**config.mk**
```make
export PLATFORM = sky130hd
export DESIGN_NAME = button_event_queue
export DESIGN_NICKNAME = d
export VERILOG_FILES = /design/src/rtl/btn_evt_pkg.sv /design/src/rtl/button_debounce.sv /design/src/rtl/button_event_queue.sv
export SDC_FILE = /design/constraint.sdc
export NUM_CORES = 1
export LEC_CHECK = 0
export CAP_MARGIN = 25
export CORE_MARGIN = 2
export CORE_UTILIZATION = 60
export DETAILED_ROUTE_END_ITERATION = 10
export PLACE_DENSITY = 0.8
export SLEW_MARGIN = 25
export SYNTH_ARGS = -nofsm -noshare
export SYNTH_HDL_FRONTEND = slang
export SYNTH_HIERARCHICAL = 1
export SYNTH_SLANG_ARGS = --single-unit
```
**constraint.sdc**
```tcl
create_clock -name clock -period 5.09 [get_ports clock]
set_input_delay 1.018 -clock clock [delete_from_list [all_inputs] [get_ports clock]]
set_output_delay 1.018 -clock clock [all_outputs]
set_load 0.01 [all_outputs]
```
**src/rtl/btn_evt_pkg.sv**
```systemverilog
// Shared event codes and I/O address for the button event queue.
package btn_evt_pkg;

   localparam logic [31:0] EVT_NONE    = 32'd0;
   localparam logic [31:0] EVT_UP      = 32'd1;
   localparam logic [31:0] EVT_DOWN    = 32'd2;
   localparam logic [31:0] IO_BTN_ADDR = 32'd4096;

endpackage

```
**src/rtl/button_debounce.sv**
```systemverilog
// One button: 2-FF synchroniser, debounce counter, stable level and a
// registered one-cycle pulse on each accepted press (stable 0->1).
module button_debounce #(
   parameter int DEBOUNCE_CYCLES = 250000
) (
   input  logic clock,
   input  logic reset,
   input  logic btn_i,
   output logic press_o
);

   localparam int CW = (DEBOUNCE_CYCLES > 1) ? $clog2(DEBOUNCE_CYCLES) : 1;
   localparam logic [CW-1:0] CNT_MAX = CW'(DEBOUNCE_CYCLES - 1);

   logic [1:0]    sync_q;
   logic [CW-1:0] cnt_q, cnt_d;
   logic          stable_q, stable_d;
   logic          press_q, press_d;

   // Counter only runs while the synchronised level disagrees with stable.
   always_comb begin
      cnt_d    = '0;
      stable_d = stable_q;
      press_d  = 1'b0;
      if (sync_q[1] != stable_q) begin
         if (cnt_q == CNT_MAX) begin
            stable_d = sync_q[1];
            press_d  = sync_q[1];
         end else begin
            cnt_d = cnt_q + CW'(1);
         end
      end
   end

   always_ff @(posedge clock or negedge reset) begin
      if (!reset) begin
         sync_q   <= '0;
         cnt_q    <= '0;
         stable_q <= 1'b0;
         press_q  <= 1'b0;
      end else begin
         sync_q   <= {sync_q[0], btn_i};
         cnt_q    <= cnt_d;
         stable_q <= stable_d;
         press_q  <= press_d;
      end
   end

   assign press_o = press_q;

endmodule

```
**src/rtl/button_event_queue.sv**
```systemverilog
// Debounced BTNU/BTND press events queued for the processor; one event is
// popped per rising edge of rd_en.
module button_event_queue
   import btn_evt_pkg::*;
#(
   parameter int DEBOUNCE_CYCLES = 250000,
   parameter int FIFO_DEPTH      = 4
) (
   input  logic                          clock,
   input  logic                          reset,
   input  logic                          btn_up,
   input  logic                          btn_down,
   input  logic                          rd_en,
   output logic [31:0]                   rd_data,
   output logic                          pending,
   output logic [$clog2(FIFO_DEPTH):0]   count,
   output logic                          overflow
);

   localparam int PW = $clog2(FIFO_DEPTH);
   localparam logic [PW:0] DEPTH_C = (PW+1)'(FIFO_DEPTH);

   logic          push_up, push_dn;
   logic [31:0]   mem_q [FIFO_DEPTH];
   logic [PW-1:0] head_q, head_d, tail_q, tail_d, dn_slot;
   logic [PW:0]   count_q, count_d, free;
   logic          rd_en_q, ovf_q, ovf_d;
   logic          pop, wr_up, wr_dn;

   button_debounce #(.DEBOUNCE_CYCLES(DEBOUNCE_CYCLES)) u_db_up (
      .clock   (clock),
      .reset   (reset),
      .btn_i   (btn_up),
      .press_o (push_up)
   );

   button_debounce #(.DEBOUNCE_CYCLES(DEBOUNCE_CYCLES)) u_db_dn (
      .clock   (clock),
      .reset   (reset),
      .btn_i   (btn_down),
      .press_o (push_dn)
   );

   // Pop frees its slot before pushes are admitted; UP has priority over DOWN.
   always_comb begin
      pop     = rd_en && !rd_en_q && (count_q != '0);
      free    = DEPTH_C - count_q + (PW+1)'(pop);
      wr_up   = push_up && (free != '0);
      wr_dn   = push_dn && (free > (PW+1)'(wr_up));
      dn_slot = tail_q + PW'(wr_up);
      tail_d  = tail_q + PW'(wr_up) + PW'(wr_dn);
      head_d  = head_q + PW'(pop);
      count_d = count_q - (PW+1)'(pop) + (PW+1)'(wr_up) + (PW+1)'(wr_dn);
      ovf_d   = ovf_q | (push_up & ~wr_up) | (push_dn & ~wr_dn);
   end

   always_ff @(posedge clock or negedge reset) begin
      if (!reset) begin
         for (int i = 0; i < FIFO_DEPTH; i++) mem_q[i] <= EVT_NONE;
         head_q  <= '0;
         tail_q  <= '0;
         count_q <= '0;
         rd_en_q <= 1'b0;
         ovf_q   <= 1'b0;
      end else begin
         if (wr_up) mem_q[tail_q]  <= EVT_UP;
         if (wr_dn) mem_q[dn_slot] <= EVT_DOWN;
         head_q  <= head_d;
         tail_q  <= tail_d;
         count_q <= count_d;
         rd_en_q <= rd_en;
         ovf_q   <= ovf_d;
      end
   end

   assign rd_data  = (count_q != '0) ? mem_q[head_q] : EVT_NONE;
   assign pending  = (count_q != '0);
   assign count    = count_q;
   assign overflow = ovf_q;

endmodule

```
After elaboration in Yosys (flattened, before gate mapping)
Cells that the tools add are included.
- reductions and logical operators: 11
- equality and inequality tests: 4
- $add $sub $neg: 10
- order comparisons: 6
- multiplexer cells: 18
- bitwise gates (word level): 15
- operators by type and width (operator ; number):
    128-bit 2-to-1 mux ; 2
    124-bit AND ; 2
    124-bit NOT ; 2
    32-bit 2-to-1 mux ; 5
    32-bit demux with 2-bit select ; 2
    18-bit 2-to-1 mux ; 4
    32-bit binary-select mux with 2-bit select ; 1
    18-bit by 1-bit adder with 18-bit output (second input constant) ; 2
    18-bit == test (second input constant) ; 2
    3-bit by 1-bit adder with 3-bit output ; 3
    3-bit >= comparator (second input constant) ; 3
    2-bit NOT with 3-bit output ; 3
    4-bit bitwise OR ; 2
    2-bit by 1-bit adder with 2-bit output ; 3
    1-bit logical AND ; 6
    3-bit by 1-bit less-than comparator with 1-bit output (second input constant) ; 2
    3-bit nonzero test ; 2
    1-bit 2-to-1 mux ; 4
    2-bit AND reduction ; 2
    3-bit by 1-bit greater-than comparator with 1-bit output ; 1
    3-bit by 1-bit subtractor with 3-bit output ; 1
    3-bit subtractor (first input constant) ; 1
    1-bit AND ; 2
    1-bit inequality test ; 2
    3 further kinds ; 5
- register bits after elaboration: 181
- output and inout port bits: 37
- input port bits: 5

Longest topological paths before layout
Gate-level depths: netlist of the first run.
- depth in word-level cells: 15
- mapped depth: 19
- depth with buffers taken out: 17

Modules after synthesis
The synthesis of the first run kept the hierarchy.
- modules (own cells, without submodules) (module ; area an instance (um2) ; sequential area each (um2) ; cells each ; instances):
    button_event_queue ; 5921.9 ; 3428.3 ; 421 ; 1
    button_debounce at u_db_dn ; 1059.8 ; 550.5 ; 100 ; 1
    button_debounce at u_db_up ; 1044.8 ; 550.5 ; 100 ; 1

Least setup slack after synthesis of the first run
Ideal clock, no wire load.
- path kind: input port to flip-flop
- start: input port rd_en
- end: register count_q[2], in the netlist count[2]
- library setup time: 0.080 ns
- data arrival time: 3.700 ns
- setup slack: 1.310 ns
- stages on the path: 16
- data required time: 5.010 ns
- cell sequence: nand3b_1 -> ha_1 -> inv_1 -> ha_1 -> nor2b_1 -> nand2_1 -> and2_1 -> ha_1 -> o21ba_2 -> nand2_1 -> nand2_1 -> fa_1 -> inv_1 -> fa_1 -> xor2_1 -> xnor2_1
- longest elaborated chain between the ends: 8
- elaborated cells on any way between the ends: 10
- those cells by class: add/sub (4); order compare (1); reduce/logical (5)
- ends and longest elaborated chain (what ; line ; text):
    from (decl) ; button_event_queue.sv:13 ; input logic rd_en,
    1-bit logical AND (*) (2 in a row) ; button_event_queue.sv:46 ; pop = rd_en && !rd_en_q && (count_q != '0);
    3-bit by 1-bit adder with 3-bit output ; button_event_queue.sv:47 ; free = DEPTH_C - count_q + (PW+1)'(pop);
    3-bit nonzero test ; button_event_queue.sv:48 ; wr_up = push_up && (free != '0);
    1-bit logical AND ; button_event_queue.sv:48 ;
    3-bit by 1-bit greater-than comparator with 1-bit output ; button_event_queue.sv:49 ; wr_dn = push_dn && (free > (PW+1)'(wr_up));
    1-bit logical AND ; button_event_queue.sv:49 ;
    3-bit by 1-bit adder with 3-bit output (*) ; button_event_queue.sv:53 ; count_d = count_q - (PW+1)'(pop) + (PW+1)'(wr_up) + (PW+1)'(wr_dn);
    net count_d[2] ; button_event_queue.sv:26 ; logic [PW:0] count_q, count_d, free;
    to (signal assigned) ; button_event_queue.sv:70 ; count_q <= count_d;
    to (decl) ; button_event_queue.sv:26 ;
The timed path passes the listed nets; every way through them passes the cells marked *.
A chain may end at the register's enable or synchronous reset.

Final worst setup path of the first run
- start: register count_q[2], in the netlist count[2]
- end: register count_q[2], in the netlist count[2]
- longest elaborated chain between the ends: 8
- elaborated cells on any way between the ends: 11
- those cells by class: add/sub (5); order compare (1); reduce/logical (5)
- ends and longest elaborated chain (what ; line):
    parallel branches: the longest is 7 deep, another holds 3-bit subtractor ; n/a
    3-bit by 1-bit adder with 3-bit output (*) ; button_event_queue.sv:53
    net count_d[2] ; button_event_queue.sv:26
Mark *: on every way through the listed nets, which the timed path passes.

==> results of run 1 <==
[cell usage in the layout (no fill, tap or decap), types with 2 or more instances in the layout]
cell type,instances
clkinv_2,5
clkbuf_1,3
nand3_1,12
nand4_1,12
and2_1,34
buf_4,15
inv_1,15
o21ai_0,6
nor4_1,9
mux4_2,32
xor2_1,15
nand3_2,2
xnor2_1,19
or4_1,6
or3_1,4
ha_1,9
and3_1,2
a21oi_1,6
or4_4,2
o21bai_1,4
dfrtp_1,180
nor2_1,31
nand2_1,19
a211oi_4,8
bufinv_16,5
o21ba_2,5
clkdlybuf4s50_1,40
and4_1,2
nor3_1,4
nor3b_1,122
nand2b_1,2
fa_1,2
clkbuf_16,17
[state kept, by name, summed over array words and instances, names as in the netlist, 2 cells and up]
register	count
u_db_dn/cnt_q	18
u_db_up/sync_q	2
u_db_dn/sync_q	2
tail_q	2
head_q	2
u_db_up/cnt_q	18
count	3
mem_q	128
[power by group through the flow]
stage | Sequential, uW | Combinational [uW] | Clock [uW]
after floorplan | 1520 | 388 | 0
after global placement | 1580 | 542 | 0
after detailed placement | 1580 | 565 | 0
after CTS | 1550 | 569 | 1400
after global routing | 1560 | 609 | 1460
final | 1550 | 560 | 1390
[per-stage QoR]
stage                      util  total power [uW]  setup slack, ns  cells  hold slack (ns)
final                     0.707              3500            0.952    844            0.354
after global routing      0.707              3630            0.690    844            0.365
after CTS                 0.707              3520            0.913    844            0.359
after detailed placement  0.660              2140            0.515    813            0.345
after global placement    0.660              2120            0.723    813            0.338
after floorplan               -              1910             1.31    621            0.331
[final cells by class]
cell class | instances | area [um2] | share of cell area
flip-flops and latches | 181 | 4530 | 0.488
multi-input cells | 384 | 3320 | 0.357
repair buffers | 57 | 544 | 0.0586
clock buffers | 20 | 437 | 0.0470
well taps | 176 | 220 | 0.0237
clock inverters | 11 | 183 | 0.0197
inverters | 15 | 56.3 | 0.00606
[metal layers]
metal | routed length [um] | vias up | GRT usage | share of wire
met2 | 8530 | 83 | 0.414 | 0.53
met3 | 421 | 29 | 0.0456 | 0.026
li1 | - | 2274 | - | -
met4 | 302 | 0 | 0.0963 | 0.019
met1 | 6850 | 2719 | 0.311 | 0.43
met5 | 0 | - | 0 | 0
[cell families after synthesis]
| group | Yosys count | share of synthesized area |
|---|---|---|
| AOI/OAI and AO/OA | 33 | 0.0368 |
| xor gates and xnor gates | 35 | 0.0382 |
| adders and majority gates | 11 | 0.0190 |
| buffers and inverters | 56 | 0.0310 |
| DFF | 181 | 0.564 |
| muxes | 34 | 0.0931 |
| and+or+nand+nor | 271 | 0.218 |
[worst max-delay path, delay by kind of cell (launching register included)]
kind	cells	cell delay, ns
fa+ha+maj	5	1.30
simple gates	7	1.13
flops	1	0.44
compound gates	1	0.29
buf+inv	4	0.57
xor+xnor	2	0.32
[final timing paths]
check / startpoint / to / slack (ns) / depth (start not counted)
max in group asynchronous: reset / head_q[0] / 3.50 / 2
max: count[2] / count[2] / 0.95 / 19
max reg2reg: count[2] / count[2] / 0.95 / 19
min: u_db_dn/sync_q[0] / u_db_dn/sync_q[1] / 0.35 / 0
min in group asynchronous: reset / mem_q[101] / 0.64 / 1
min reg2reg: u_db_dn/sync_q[0] / u_db_dn/sync_q[1] / 0.35 / 0
==> results.toml, run 1 <==
[outcome]
outcome = "completed"

[synth]
synth.area.top_cells = "dfrtp_1, nor3b_1, mux4_2"
ys_ff_latch = 181
synth.distinct_cells = 47
async_reset_ff_frac = 1.00
yosysSeqAreaShare = 0.564
synth_edf_count = 0
yosysMostFrequentCell = "dfrtp_1"
ys_warn_count = 6
yosysTopAreaCell = "dfrtp_1"
synth_nets = 637
syn-instance-count = 621
avgSynthCellArea_um2 = 12.9
syn-cell-area_um2 = 8030
synth_top_flop_cell = "dfrtp_1"
synth.top_cell.area_share = 0.564
synth_common_cells = "dfrtp_1, nor3b_1, and2_1"

[sta]
worstMarginPinSlew_ns = 0.876
finClkSkew_ns = 0.0138
setup_tns_ns = 0
fmax_ghz = 0.242
finalSetupViolCount = 0
rsz0062_at_grt = "false"
finalCritPeriodShare = 0.813
post-route-min-period_ns = 4.14
hold_viol = 0
slew_viol_final = 0
timing.slew.headroom = 0.414

[floorplan]
die_x_um = 120
io_pins = 42
num_rows = 42
initial_core_util = 0.611
fp.dieH_um = 120
core_area_um2 = 13100
fp.dieArea_um2 = 14300

[worst_setup_path]
critPathRequiredTime_ns = 5.44
cp_slowest_cell = "dfrtp_1"
critical_path.max_stage_delay_ns = 0.44
crit_path_end_kind = "flop"
worstPathCellList = "or3_1 -> buf_4 -> nand3b_1 -> ha_1 -> inv_1 -> ha_1 -> nor2b_1 -> buf_4 -> nand2_1 -> and2_1 -> ha_1 -> o21ba_2 -> nand2_1 -> nand2_1 -> fa_1 -> inv_1 -> fa_1 -> xor2_1 -> xnor2_1"
cp-start-kind = "flop"
critPathKind = "flop to flop"
crit_arrival_ns = 4.49
path_max_fanout = 34

[clock_network]
cts_tree = "yes"
h-tree-depth = 4
post_cts_buffers = 0
cts_sinks = 181
cts_hold_buf = 0
clk_pin_slew_worst_paths_ns = 0.06
cts-resized-gates = 0
clk_path_buf_depth = 2
numCtsBuffers = 17
cts_root_buf = "clkbuf_16"
clock_latency_ns = 0.43

[pwr]
p_int_uw = 2570
p_leak_uw = 0.00408
p_switching_uw = 929
powerDensity_nw_per_um2 = 376
power.share.switching = 0.266
combPwrFrac = 0.160
irDropWorstVdd_mv = 0.332
p_clk_frac = 0.396
pwr-share-seq = 0.444

[global_route]
grt_overflow = 0
grt_pass1_wl_um = 27300
track_usage = 0.243
antenna_found_initial = 0
grt_pass1_vias = 5497
grt_max_degree = 94

[hold_path]
min-delay-path-class = "flop to flop"

[layout]
finish.net_count = 672
area_growth_pct = 15.8
final_area_um2 = 9290
num_antenna_cells = 0
drive_above_1_share = 0.157
fillers = 907

[routing]
vias = 5105
routed_wl_um = 16100
drt-initial-drc-count = 333
routedWlPerCell_um = 19.1
avgViaCountPerCell = 6.05
remaining_drc_errors = 0
ant_nets = 0
drtPass1Iterations = 4

[placement]
placed_area_um2 = 8670
dpl.hpwl_um = 10000
port_buffers = 41
gp_congestion = 0.868

[run]
drv_cap = 0
Power figures use the tool's default switching activity.
==> run 2, diff against run 1 <==
--- a/config.mk
+++ b/config.mk
@@ -7,9 +7,9 @@
 export LEC_CHECK = 0
 export CAP_MARGIN = 25
 export CORE_MARGIN = 2
-export CORE_UTILIZATION = 60
+export CORE_UTILIZATION = 54
 export DETAILED_ROUTE_END_ITERATION = 10
-export PLACE_DENSITY = 0.8
+export PLACE_DENSITY = 0.76
 export SLEW_MARGIN = 25
 export SYNTH_ARGS = -nofsm -noshare
 export SYNTH_HDL_FRONTEND = slang
==> constraint.sdc (replaced) <==
create_clock -name clock -period 3.6 [get_ports clock]
set_input_delay 0.72 -clock clock [delete_from_list [all_inputs] [get_ports clock]]
set_output_delay 0.72 -clock clock [all_outputs]
set_load 0.01 [all_outputs]
==> run 2 against run 1 <==
Compared with the run above: non-clock buffer count increased by 18; via count is 0.59% lower; wire length is 3.4% higher; hold slack got worse by 0.092 ns; critical path type is now primary input to flop; largest cell class unchanged.
==> results.toml, run 2 (synthesized netlist as in run 1, its figures left out) <==
[sta]
hold_viol = 0
slew_viol_final = 0
worst_slack_ns = 0.186
finalSetupViolCount = 0
rsz0062_at_grt = "false"
setup_tns_ns = 0
post-route-min-period_ns = 3.41
fmax_ghz = 0.293
finalCritPeriodShare = 0.948
worstMarginPinSlew_ns = 0.911
timing.slew.headroom = 0.390
finClkSkew_ns = 0.00681

[layout]
largest_reg_flops = 128
regArea_um2 = 4530
fillers = 1067
drive_above_1_share = 0.188
final_area_um2 = 9470
area_growth_pct = 18.0
multi_input_area_um2 = 3360
top_regs = "mem_q: 128 flops, u_db_dn/cnt_q: 18 flops, u_db_up/cnt_q: 18 flops"
finish.net_count = 690
num_antenna_cells = 0
largest_register = "mem_q"
layout_commonest_cell = "dfrtp_1"
final_cell_mix = "dfrtp_1, nor3b_1, clkdlybuf4s50_1"

[global_route]
grt_pass1_vias = 5447
grt_max_degree = 68
track_usage = 0.226
antenna_found_initial = 0
top_usage_layer = "met2"
grt_overflow = 0
grt_use_met2 = 0.387
grt_util_met3 = 0.0565
use_met1 = 0.296
grt_pass1_wl_um = 28100

[floorplan]
fp.dieH_um = 126
fp.dieArea_um2 = 15900
io_pins = 42
core_area_um2 = 14500
num_rows = 44
initial_core_util = 0.552
die_x_um = 126

[routing]
ant_nets = 0
drt-initial-drc-count = 357
remaining_drc_errors = 0
avgViaCountPerCell = 5.83
drtPass1Iterations = 5
vias = 5075
routed_wl_um = 16700
routedWlPerCell_um = 19.1

[clock_network]
clk_pin_slew_worst_paths_ns = 0.06
clk_path_buf_depth = 2
cts_root_buf = "clkbuf_16"
clock_latency_ns = 0.43
numCtsBuffers = 17
cts_tree = "yes"
cts_sinks = 181
h-tree-depth = 4

[worst_setup_path]
path_max_fanout = 2
crit_arrival_ns = 3.77
critPathRequiredTime_ns = 3.95
cp-start-kind = "primary input"
critPathKind = "primary input to flop"
crit_path_end_kind = "flop"

[placement]
port_buffers = 41
placed_area_um2 = 8870
place_ws_ns = -0.295
dpl.hpwl_um = 10600
gp_congestion = 0.825

[outcome]
outcome = "completed"

[pwr]
powerDensity_nw_per_um2 = 517
p_leak_uw = 0.00416
power_uw = 4900
irDropWorstVdd_mv = 0.404

[run]
drv_cap = 0

[hold_path]
min-delay-path-class = "primary input to asynchronous set/reset pin"
run 2: cell types whose count changed in the layout (fill, tap and decap cells not counted), sizes merged:
cell    previous run  this run
buf               17        35
clkinv             5         6
bufinv             5         1
clkbuf            20        24
run 2: path summary, 6_finish.rpt:
check                                   from                 to  slack (ns)  cells past startpoint
max in group asynchronous              reset  u_db_dn/cnt_q[16]        2.39                      2
setup / recovery                       rd_en           count[2]        0.19                     17
hold / removal                         reset           mem_q[7]        0.26                      1
hold reg to reg            u_db_up/sync_q[0]  u_db_up/sync_q[1]        0.35                      0
min in group clock         u_db_up/sync_q[0]  u_db_up/sync_q[1]        0.35                      0
setup reg to reg                    count[1]           count[2]        0.21                     17
run 2: cell type report:
class | instances | share of cell area
Clock buffer | 24 | 0.0508
Multi-Input combinational cell | 384 | 0.354
Sequential cell | 181 | 0.478
Timing Repair Buffer | 75 | 0.0783
Clock inverter | 8 | 0.00792
Tap cell | 184 | 0.0243
Inverter | 15 | 0.00594
run 2: critical path: stages:
cell	delay (ns)
clkdlybuf4s50_1	0.48
nand3b_1	0.10
ha_1	0.19
inv_1	0.09
ha_4	0.21
nor2b_2	0.13
nand2_1	0.07
and2_1	0.17
ha_1	0.29
o21ba_4	0.20
nand2_1	0.08
nand2_1	0.08
fa_1	0.36
inv_1	0.09
fa_2	0.23
xor2_2	0.15
xnor2_1	0.13
run 2: what timing repair did:
| action | in CTS | in global routing |
|---|---|---|
| endpoints found under the setup margin | 0 | 14 |
| buffers inserted | 0 | 3 |
| resized for setup | 0 | 5 |
| hold buffers | 0 | 0 |
| endpoints found under the hold margin | 0 | 0 |
run 2: power by group:
group / total (uW) / internal [uW] / switching [uW]
clock network: 1760 / 1010 / 751
logic: 988 / 449 / 539
registers: 2150 / 2080 / 76.9
total: 4900 / 3530 / 1370
run 2: routing by layer:
layer  wire, um  part of all wire
met1       7240              0.43
met2       8720              0.52
met3        576             0.035
met4        125            0.0075
met5          0                 0
run 2: stage by stage:
step            util  instances  hold slack, ns
3_5_place_dp   0.610        836           0.338
4_1_cts        0.648        868           0.290
5_1_grt        0.652        871           0.307
3_3_place_gp   0.610        836           0.333
6_report       0.652        871           0.263
2_1_floorplan      -        621           0.331
==> edit 1 (config.mk and constraints of run 1) <==
One comparison of `cnt_q` changes from == to >=.
--- a/src/rtl/button_debounce.sv
+++ b/src/rtl/button_debounce.sv
@@ -24,5 +24,5 @@
       press_d  = 1'b0;
       if (sync_q[1] != stable_q) begin
-         if (cnt_q == CNT_MAX) begin
+         if (cnt_q >= CNT_MAX) begin
             stable_d = sync_q[1];
             press_d  = sync_q[1];
Function: same outputs for any inputs over 10 cycles, from zero or initial values and one cycle with reset low; that may be too few to reach the edited logic, so the function may still have changed.
==> edit 1 against run 1 <==
Synthesized cell count is 0.64% higher; power is 2.2% lower; area after synthesis is 1.3% higher; setup slack better by 0.063 ns; maximum frequency is 1.5% higher; sequential cell count stayed put; routed wire length is 1.2% higher; design area is 0.92% higher; largest power group unchanged.
==> edit 1: results (changes against run 1) <==
- Mapped Nets: 641 (was 637)
- Cts bufs inserted: 17 (unchanged)
- Leak: 4.08 nW (about the same)
- Worst Hold End: u_db_up/sync_q[1] (was u_db_dn/sync_q[1])
- Fin nets: 674 (was 672)
- Worst r2r path cells: 17 (was 19)
- Worst Slack Setup Final: 1.01 ns (was 0.952 ns)
- CTS H-tree lvls: 4 (unchanged)
- Share of layout cells above drive strength 1: 0.177 (was 0.157)
- Largest registers: mem_q (128), u_db_dn/cnt_q (18), u_db_up/cnt_q (18) (unchanged)
- Yosys cell types: 43 (was 47)
- Initial DRC count: 445 (was 333)
- Cts repair resizes: 0 (unchanged)
- Syn avg cell area: 13.0 sq um (was 12.9 sq um)
- Vias per cell: 6.05 (about the same)
- First-pass GRT wire length: 27,500 um (was 27,300 um)
- Outcome: complete, no violations (unchanged)
- Clock tree buffer depth: 2 (unchanged)
- Worst-path maximum fanout: 34 (unchanged)
- Worst Hold Launch: u_db_up/sync_q[0] (was u_db_dn/sync_q[0])
- Post-DP HPWL: 9980 um (was 10,000 um)
- CP startpoint: count[2] (unchanged)
- Slew @ Worst Pin: 0.890 ns (was 0.876 ns)
- Post-synth top cells: dfrtp_1 (181), nor3b_1 (122), and2_1 (36) (was dfrtp_1 (181), nor3b_1 (122), and2_1 (34))
- GRT Util Overall: 0.245 (was 0.243)
- Sw power: 0.910 mW (was 0.929 mW)
- YS warnings: 6 (unchanged)
- DP Area: 8780 sq um (was 8670 sq um)
- Part of the Yosys area used for sequential elements: 0.557 (was 0.564)
- Worst Skew: 0.0107 ns (was 0.0138 ns)
- Vias in the first global route: 5,489 (was 5,497)
- Clk pin slew, worst setup/hold paths: 0.06 ns (about the same)
- Inst Count DP: 815 (was 813)
- Routability cong.: 0.865 (was 0.868)
- Hold Slack: 0.355 ns (was 0.354 ns)
- Synth area leaders: dfrtp_1 (56%), nor3b_1 (11%), mux4_2 (8.9%), and2_1 (2.8%), xnor2_1 (2.4%) (was dfrtp_1 (56%), nor3b_1 (11%), mux4_2 (9.0%), and2_1 (2.7%), xnor2_1 (2.2%))
- Peak supply drop: 310 uV (was 332 uV)
- Worst setup path endpoint: count[1] (was count[2])
- Hold Crit Class: register to register (unchanged)
- Crit path DAT: 4.36 ns (was 4.49 ns)
- Post-place setup slack: 0.584 ns (was 0.515 ns)
- Worst reg2reg path endpoint: count[1] (was count[2])
- Initial DRT Pass Iterations: 5 (was 4)
- Wire per inst: 19.3 um (was 19.1 um)
- Largest net degree at the start of global routing: 106 (was 94)
## edit 1: cell count changes in the layout (fill, tap and decap cells not counted), moves of 4 or more
cell             run 1  this run
nor2_2               0        18
nor2_1              31        14
clkbuf_8             0         8
o21ai_0              6         1
buf_4               15        11
clkinv_2             5         1
nor2_4               0         4
o211ai_1             0         4
or4_1                6         2
## edit 1: worst max-delay path, delay by kind of cell (launching register included)
kind | cells | cell delay, ns
compound gates | 1 | 0.29
buf+inv | 4 | 0.54
flops | 1 | 0.44
simple gates | 7 | 1.11
fa+ha+maj | 5 | 1.54
## edit 1: cells by family after synthesis
kind of cell,after synthesis,share of synthesized area
AOI/OAI and AO/OA,35,0.0405
buffers and inverters,58,0.0328
adders and majority gates,11,0.0188
xor gates and xnor gates,37,0.0399
muxes,34,0.0914
DFF,181,0.557
and+or+nand+nor,269,0.220
## edit 1: final cells by class
class                           instances  area (sq um)
Sequential cell                       181          4530
Fill cell                             879          3870
Multi-Input combinational cell        386          3410
Timing Repair Buffer                   55           557
Clock buffer                           26           529
Tap cell                              176           220
Clock inverter                          3          65.1
Inverter                               17          63.8
## edit 1: per-layer routing
layer | vias to the layer above | GRT usage | routed length, um
met5 | - | 0 | 0
met2 | 118 | 0.422 | 8610
met1 | 2690 | 0.318 | 6890
li1 | 2287 | - | -
met3 | 14 | 0.0481 | 606
met4 | 0 | 0.0727 | 189
## edit 1: power by group through the flow
| stage | registers, mW | clock network [mW] | logic, mW |
|---|---|---|---|
| 2_1_floorplan | 1.52 | 0 | 0.395 |
| 3_3_place_gp | 1.63 | 0 | 0.495 |
| 3_5_place_dp | 1.63 | 0 | 0.513 |
| 4_1_cts | 1.61 | 1.33 | 0.517 |
| 5_1_grt | 1.62 | 1.39 | 0.549 |
| 6_report | 1.60 | 1.31 | 0.509 |
==> edit 2 (config.mk and constraints of run 1) <==
Made on the original files. `FIFO_DEPTH`: 4 -> 16.
--- a/src/rtl/button_event_queue.sv
+++ b/src/rtl/button_event_queue.sv
@@ -5,5 +5,5 @@
 #(
    parameter int DEBOUNCE_CYCLES = 250000,
-   parameter int FIFO_DEPTH      = 4
+   parameter int FIFO_DEPTH      = 16
 ) (
    input  logic                          clock,
Interface: changed (resized count); port bits go from 42 to 44. No check against the original RTL was run, so the function may have changed too.
==> edit 2 against run 1 <==
Clock skew barely moved; count of clock-buffer cells in the layout increased by 60; routed wire length grew to 3.4 times the old value; setup slack lost 0.52 ns; first-iteration DRC count increased to 4.0 times the old value; design area rose to 2.9 times the old value; area after synthesis grew to 3.0 times the old value; power rose to 3.1 times the old value; sequential share of layout area rose by 4.0 points; sequential cell count rose by 390; critical endpoint is now count[4].
==> edit 2: results (changes against run 1) <==
- Crit path DAT: 5.14 ns (was 4.49 ns)
- Vias in the first global route: 16,041 (was 5,497)
- # diodes: 0 (unchanged)
- Wire per inst: 23.3 um (was 19.1 um)
- Initial antenna violation count: 1 (was 0)
- Fin nets: 1,807 (was 672)
- Routability cong.: 0.815 (was 0.868)
- Post-synth top cells: dfrtp_1 (571), and2_1 (246), and3_1 (245) (was dfrtp_1 (181), nor3b_1 (122), and2_1 (34))
- CTS H-tree lvls: 2 (was 4)
- Synth area leaders: dfrtp_1 (60%), mux4_2 (12%), and2_1 (6.4%), and3_1 (6.4%), mux2i_1 (2.7%) (was dfrtp_1 (56%), nor3b_1 (11%), mux4_2 (9.0%), and2_1 (2.7%), xnor2_1 (2.2%))
- Yosys cell types: 57 (was 47)
- Leak: 13.7 nW (was 4.08 nW)
- Cts repair resizes: 0 (unchanged)
- Worst-Skew Late Latency: 0.61 ns (was 0.43 ns)
- DP Area: 25,200 sq um (was 8670 sq um)
- Post-DP HPWL: 31,400 um (was 10,000 um)
- RR Startpoint: count[2] (unchanged)
- Vias per cell: 6.21 (was 6.05)
- GRT Util Overall: 0.279 (was 0.243)
- Outcome: complete, no violations (unchanged)
- Sw power: 3.05 mW (was 0.929 mW)
- Initial DRC count: 1,323 (was 333)
- Post-place setup slack: 0.0145 ns (was 0.515 ns)
- Largest net degree at the start of global routing: 130 (was 94)
- Clock tree buffer depth: 3 (was 2)
- Total wire length: 54,700 um (was 16,100 um)
- Share of layout cells above drive strength 1: 0.177 (was 0.157)
- Slew @ Worst Pin: 0.975 ns (was 0.876 ns)
- Initial DRT Pass Iterations: 5 (was 4)
- CP max stage cell: or4b_4 (was dfrtp_1)
- Inst Count DP: 2,249 (was 813)
- First-pass GRT wire length: 90,000 um (was 27,300 um)
- Syn Inst Count: 1,741 (was 621)
- Cts bufs inserted: 55 (was 17)
- Worst r2r path cells: 24 (was 19)
- Critical Path Max Stage Delay: 0.48 ns (was 0.44 ns)
- Largest registers: mem_q (512), u_db_dn/cnt_q (18), u_db_up/cnt_q (18) (was mem_q (128), u_db_dn/cnt_q (18), u_db_up/cnt_q (18))
- Part of the Yosys area used for sequential elements: 0.595 (was 0.564)
- Worst-path maximum fanout: 5 (was 34)
- Fin crit share: 0.914 (was 0.813)
- Setup slack, reg-to-reg: 0.44 ns (was 0.95 ns)
- Worst reg2reg path endpoint: count[4] (was count[2])
- Worst Skew: 0.0137 ns (was 0.0138 ns)
- Fill count: 2,634 (was 907)
- CP delay by family, top: simple AND/OR/NAND/NOR gates (was adder cells)
==> edit 2: cell count changes after synthesis, moves of 16 or more <==
cell,delta
buf_2,-17
mux2i_1,+64
nor2_1,+16
clkbuf_1,+40
dfrtp_1,+390
nand2_1,+24
mux4_2,+96
o22ai_1,+32
and3_1,+243
a21oi_1,+16
and2_1,+212
clkbuf_2,+35
nor3b_1,-119
buf_1,+20
==> edit 2: logic make-up after synthesis <==
kind of cell	synth area share
adders and majority gates	0.0105
and+or+nand+nor	0.167
DFF	0.595
xor gates and xnor gates	0.0156
buffers and inverters	0.0270
muxes	0.148
AOI/OAI and AO/OA	0.0368
==> edit 2: per-layer routing <==
metal,wire length (um),global-route usage,share of wire
met1,22800,0.394,0.42
met2,27000,0.453,0.49
met3,3500,0.0381,0.064
met4,1400,0.0963,0.026
met5,0,0,0
==> edit 2: how the worst max path moves through the flow <==
stage / cells after the start / startpoint / end
floorplan: 22 / rd_en / count[4]
global placement: 22 / rd_en / count[4]
detailed placement: 22 / rd_en / count[4]
CTS: 24 / count[2] / count[4]
global route: 24 / count[2] / count[4]
finish: 24 / count[2] / count[4]
==> edit 2: final cells by class <==
class / count / area, sq um / area share
sequential: 571 / 14300 / 0.528
multi-input combinational: 1025 / 9070 / 0.335
clock buffer: 80 / 1610 / 0.0595
timing repair buffer: 110 / 1150 / 0.0426
tap: 525 / 657 / 0.0243
clock inverter: 23 / 213 / 0.00785
inverter: 20 / 75.1 / 0.00277
==> edit 2: power groups by stage <==
stage / Clock, mW / Combinational, mW / Sequential (mW)
after floorplan: 0 / 1.46 / 4.72
after global placement: 0 / 1.85 / 4.94
after detailed placement: 0 / 1.88 / 4.94
after CTS: 4.17 / 1.89 / 4.86
after global routing: 4.35 / 2.00 / 4.88
final: 4.11 / 1.86 / 4.86
